**src/rtl/outport_sw_arbiter.sv**
```systemverilog
// rtl/outport_sw_arbiter.sv - per-output-port round-robin switch arbiter, packet-granular grant
// Optional idle-timeout release when ARB_TIMEOUT_EN is defined.
module outport_sw_arbiter #(
  parameter int NREQ    = 4,
  parameter int NVC     = 2,
  parameter int VCW     = 1,
  parameter int TIMEOUT = 64
) (
  input  logic              clk,
  input  logic              rst_,
  input  logic [NREQ-1:0]   req,
  input  logic [NREQ*VCW-1:0] req_vch,
  input  logic [NREQ-1:0]   fvalid,
  input  logic [NREQ*2-1:0] ftype,
  input  logic [NVC-1:0]    ordy,
  input  logic [NVC-1:0]    olck,
  output logic [NREQ-1:0]   grant,
  output logic [VCW-1:0]    gvch,
  output logic              busy,
  output logic              err
);

  localparam int PW = $clog2(NREQ);
  localparam logic [1:0] FT_HEAD = 2'b01;
  localparam logic [1:0] FT_BODY = 2'b10;
  localparam logic [1:0] FT_TAIL = 2'b11;

  if (NREQ < 2 || NREQ > 8 || TIMEOUT < 1) begin : g_param_check
    $error("outport_sw_arbiter: NREQ must be 2..8 and TIMEOUT at least 1");
  end

  typedef enum logic {IDLE, HOLD} state_t;

  state_t          state, state_nx;
  logic [NREQ-1:0] grant_nx;
  logic [VCW-1:0]  gvch_nx;
  logic            busy_nx, err_nx;
  logic [PW-1:0]   rr_ptr, rr_ptr_nx;
  logic [PW-1:0]   gidx, gidx_nx;
  logic            head_seen, head_seen_nx;

  logic [NREQ-1:0] elig;
  logic            win_found;
  logic [PW-1:0]   win_idx;
  logic [PW:0]     cand;
  logic            g_valid;
  logic [1:0]      g_type;
  logic            err_ev, tail_ok, to_hit;

  always_comb begin
    elig = '0;
    for (int i = 0; i < NREQ; i++) begin
      elig[i] = req[i] && ordy[req_vch[i*VCW +: VCW]] && !olck[req_vch[i*VCW +: VCW]];
    end
  end

  // First eligible index at or after rr_ptr, wrapping modulo NREQ.
  always_comb begin
    win_found = 1'b0;
    win_idx   = '0;
    cand      = '0;
    for (int k = 0; k < NREQ; k++) begin
      cand = {1'b0, rr_ptr} + (PW+1)'(k);
      if (cand >= (PW+1)'(NREQ)) cand = cand - (PW+1)'(NREQ);
      if (!win_found && elig[cand[PW-1:0]]) begin
        win_found = 1'b1;
        win_idx   = cand[PW-1:0];
      end
    end
  end

  assign g_valid = (state == HOLD) && fvalid[gidx];
  assign g_type  = ftype[2*gidx +: 2];
  assign tail_ok = g_valid && head_seen && (g_type == FT_TAIL);
  assign err_ev  = (|(fvalid & ~grant))
                 || (g_valid && head_seen && (g_type == FT_HEAD))
                 || (g_valid && !head_seen && ((g_type == FT_BODY) || (g_type == FT_TAIL)));

`ifdef ARB_TIMEOUT_EN
  localparam int TW = $clog2(TIMEOUT + 1);
  logic [TW-1:0] idle_cnt, idle_cnt_nx;

  assign to_hit = (state == HOLD) && !g_valid && (idle_cnt == TW'(TIMEOUT - 1));

  always_comb begin
    idle_cnt_nx = idle_cnt;
    if (state == IDLE || g_valid) idle_cnt_nx = '0;
    else                          idle_cnt_nx = idle_cnt + 1'b1;
  end

  always_ff @(posedge clk or posedge rst_) begin
    if (rst_) idle_cnt <= '0;
    else      idle_cnt <= idle_cnt_nx;
  end
`else
  assign to_hit = 1'b0;
`endif

  always_comb begin
    state_nx     = state;
    grant_nx     = grant;
    gvch_nx      = gvch;
    busy_nx      = busy;
    err_nx       = err | err_ev;
    rr_ptr_nx    = rr_ptr;
    gidx_nx      = gidx;
    head_seen_nx = head_seen;
    case (state)
      IDLE: begin
        if (win_found) begin
          grant_nx          = '0;
          grant_nx[win_idx] = 1'b1;
          gvch_nx           = req_vch[win_idx*VCW +: VCW];
          busy_nx           = 1'b1;
          gidx_nx           = win_idx;
          head_seen_nx      = 1'b0;
          state_nx          = HOLD;
        end
      end
      HOLD: begin
        if (g_valid && !head_seen && (g_type == FT_HEAD)) head_seen_nx = 1'b1;
        if (tail_ok || to_hit) begin
          grant_nx     = '0;
          busy_nx      = 1'b0;
          head_seen_nx = 1'b0;
          rr_ptr_nx    = (gidx == PW'(NREQ - 1)) ? '0 : gidx + 1'b1;
          state_nx     = IDLE;
        end
        if (to_hit) err_nx = 1'b1;
      end
      default: state_nx = IDLE;
    endcase
  end

  always_ff @(posedge clk or posedge rst_) begin
    if (rst_) begin
      state     <= IDLE;
      grant     <= '0;
      gvch      <= '0;
      busy      <= 1'b0;
      err       <= 1'b0;
      rr_ptr    <= '0;
      gidx      <= '0;
      head_seen <= 1'b0;
    end else begin
      state     <= state_nx;
      grant     <= grant_nx;
      gvch      <= gvch_nx;
      busy      <= busy_nx;
      err       <= err_nx;
      rr_ptr    <= rr_ptr_nx;
      gidx      <= gidx_nx;
      head_seen <= head_seen_nx;
    end
  end

endmodule

```
**config.mk**
```make
export PLATFORM = sky130hd
export DESIGN_NAME = outport_sw_arbiter
export DESIGN_NICKNAME = d
export VERILOG_FILES = /design/src/rtl/outport_sw_arbiter.sv
export SDC_FILE = /design/constraint.sdc
export NUM_CORES = 1
export LEC_CHECK = 0
export CAP_MARGIN = 20
export CELL_PAD_IN_SITES_DETAIL_PLACEMENT = 0
export CELL_PAD_IN_SITES_GLOBAL_PLACEMENT = 1
export CORE_MARGIN = 2
export CORE_UTILIZATION = 35
export CTS_CLUSTER_DIAMETER = 120
export DETAILED_ROUTE_END_ITERATION = 6
export GPL_TIMING_DRIVEN = 0
export PLACE_DENSITY = 0.95
export SETUP_SLACK_MARGIN = 0.4
export SLEW_MARGIN = 10
export SYNTH_ARGS = -nofsm -noshare
export SYNTH_HDL_FRONTEND = slang
export SYNTH_SLANG_ARGS = --single-unit
export TNS_END_PERCENT = 10
```
**constraint.sdc**
```tcl
create_clock -name clk -period 5.15 [get_ports clk]
set_clock_uncertainty 0.1 [all_clocks]
set_input_delay 0.515 -clock clk [delete_from_list [all_inputs] [get_ports clk]]
set_output_delay 0.515 -clock clk [all_outputs]
set_load 0.01 [all_outputs]
```
==> out/metrics.cfg <==
[global_route]
grt_pass1_wl_um=3346
met3_usage=0.03005
antenna_found_initial=0
overflow=0
grt_usage=0.1589
grt_use_met2=0.3036
met1_usage=0.1574
grt_pass1_vias=787
busiest_layer=met2
grt_max_degree=14

[synthesis]
synthTopCellsByCount=nand2_1, dfrtp_1, inv_1
ys.warnings.count=0
synth.distinct_cells=36
yosysSeqAreaShare=0.3611
synth_top_area_cell=dfrtp_1
synth_nets=113
synth_edf_count=0
synth.area.top_cells=dfrtp_1, nand2_1, mux4_2, inv_1, mux4_1
synth_top_cell_area_share=0.3611
syn_area_um2=900.9
yosys.cell_count.top_type=nand2_1
async_reset_ff_frac=1.000
ys.flop_type=dfrtp_1
synth_seq_cells=13
synth_cells=86
avgSynthCellArea_um2=10.48

[power_and_ir_drop]
internal-power_mw=0.3042
power_frac_clock=0.132
p_sw_frac=0.3806
power_density_nw_per_um2=382.2
p_seq_frac=0.390
p_switching_mw=0.1869
pwr-share-comb=0.478
vdd_drop_max_mv=0.2042
power.leakage_nw=0.5080

[die]
core_area_um2=2455
die_w_um=54.74
ios=33
dieHeight_um=54.74
start_util=0.3670
num_rows=18
die-area_um2=2996

[placed_design]
io_buffer_count=32
hpwl_um=1694
gp_congestion=0.7542
placedCellCount=148

[cells_and_area]
layout-drive-gt1-share=0.1475
areaGrowthSynthToFinish_pct=42.64
layout.cells.non_filler=152
antenna_cells=0
layout.nets=150

[detailed_routing]
drt-initial-drc-count=16
final_antenna_net_count=0
vias_per_cell=5.586
wl_per_cell_um=13.86
totalWireLength_um=2106
drc=0
vias=849
drtPass1Iterations=4

[flow_run]
maxCapViolations=0

[timing]
worst_pin_slew_ps=489.8
tns_ps=0
slew_headroom=0.6731
drv_slew=0
layout_min_cycle_time_ps=2258
finalHoldViolCount=0
fmax_mhz=442.9
final-setup-viol-count=0
rsz0062_at_grt=false
post-route-period-util=0.4384

[clock_tree]
postCtsHoldBufs=0
ctsResizeCount=0
cts-buffers-inserted=3
htreeDepth=1
cts_buffer_depth=2
clock_sinks=13
cts_tree=built
clkTransAtPathRegs_ps=80
post_cts_buffers=0
clock_latency_ps=280
clockRootBuffer=clkbuf_4

[worst_setup_path]
path_class=in -> reg
r2r-end=rr_ptr[1]
cp_max_fo=6
ff2ff_path_depth=4
cp-end-kind=register
critPathArrivalTime_ps=2320
r2r_setup_slack_ps=3200
worst_r2r_startpoint=gidx[0]
cp-start-kind=primary input
cp.required_ps=5210

[hold_path]
holdPathStages=2
hold_path_class=reg -> reg
hold_path_startpoint=busy
hold_end=busy

[status]
status=finished, final reports clean

## power groups by stage
| stage | Combinational (mW) | Sequential, mW | Clock [mW] |
|---|---|---|---|
| 2_1_floorplan | 0.150 | 0.190 | 0 |
| 3_3_place_gp | 0.230 | 0.192 | 0 |
| 3_5_place_dp | 0.236 | 0.195 | 0 |
| 4_1_cts | 0.237 | 0.193 | 0.0663 |
| 5_1_grt | 0.261 | 0.200 | 0.0701 |
| 6_report | 0.235 | 0.192 | 0.0648 |
## state kept, by name, summed over array words and instances, names as in the netlist
register   flops
busy           1
err            1
gidx           2
grant          4
gvch           1
head_seen      1
rr_ptr         2
state          1
## cell usage in the layout (no fill, tap or decap), types with 2 or more instances in the layout
cell             Yosys  final
a31o_1               2      2
a32o_1               2      2
o2bb2ai_1            2      2
nor2_1               2      2
o31ai_1              2      2
dfrtp_1             13     13
nand3_1              4      4
o21ai_1              2      2
clkbuf_4             0      3
nand2_1             17     17
clkdlybuf4s50_1      0     32
a31oi_2              2      2
o21a_1               2      2
mux4_2               2      2
inv_1                8      8
mux2i_1              2      2
nor4bb_1             2      2
a31oi_1              2      2
## metal layers
layer / part of all wire / vias to the layer above / wire length, µm
met3: 0.079 / 5 / 167
met4: 0.020 / 0 / 43
met5: 0 / - / 0
met2: 0.50 / 35 / 1043
li1: - / 404 / -
met1: 0.40 / 405 / 851
## critical path: stages
cell and delay (ps):
clkdlybuf4s50_1 450, nor4bb_1 170, a31oi_2 340, a2bb2oi_2 160
o21ai_1 70, a21oi_2 220, mux2i_1 280, o221ai_2 110
## cell type report
type / count / area [µm²]
fill: 247 / 1170
tap: 30 / 37.54
multi-input combinational: 65 / 545.5
clock buffer: 4 / 26.28
inverter: 8 / 30.03
sequential: 13 / 325.3
timing repair buffer: 32 / 320.3
## stage by stage
step,hold slack [ps],util,power [mW],setup slack [ps],cell area [µm²]
floorplan,292.0,-,0.3408,3240,900.9
global placement,364.3,0.5127,0.4217,2605,1259
detailed placement,371.0,0.5127,0.4309,2570,1259
CTS,390.0,0.5234,0.4962,2866,1285
global route,439.9,0.5234,0.5304,2691,1285
finish,386.3,0.5234,0.4911,2892,1285
## worst max-delay path by stage
| stage | startpoint | endpoint | slack (ps) | cells past startpoint |
|---|---|---|---|---|
| floorplan | ordy[1] | gvch | 3240 | 7 |
| global placement | req_vch[3] | grant[2] | 2600 | 8 |
| detailed placement | req[1] | gvch | 2570 | 8 |
| CTS | req[1] | gvch | 2870 | 8 |
| global route | olck[0] | gvch | 2690 | 8 |
| finish | ordy[0] | gvch | 2890 | 8 |
## logic make-up after synthesis
kind of cell	after synthesis	share of synthesized area
fa+ha+maj	1	0.01389
buf+inv	8	0.03333
simple gates	33	0.2292
compound gates	25	0.2486
flops	13	0.3611
mux	6	0.1139
No activity file was read; power rests on OpenSTA's default activity.
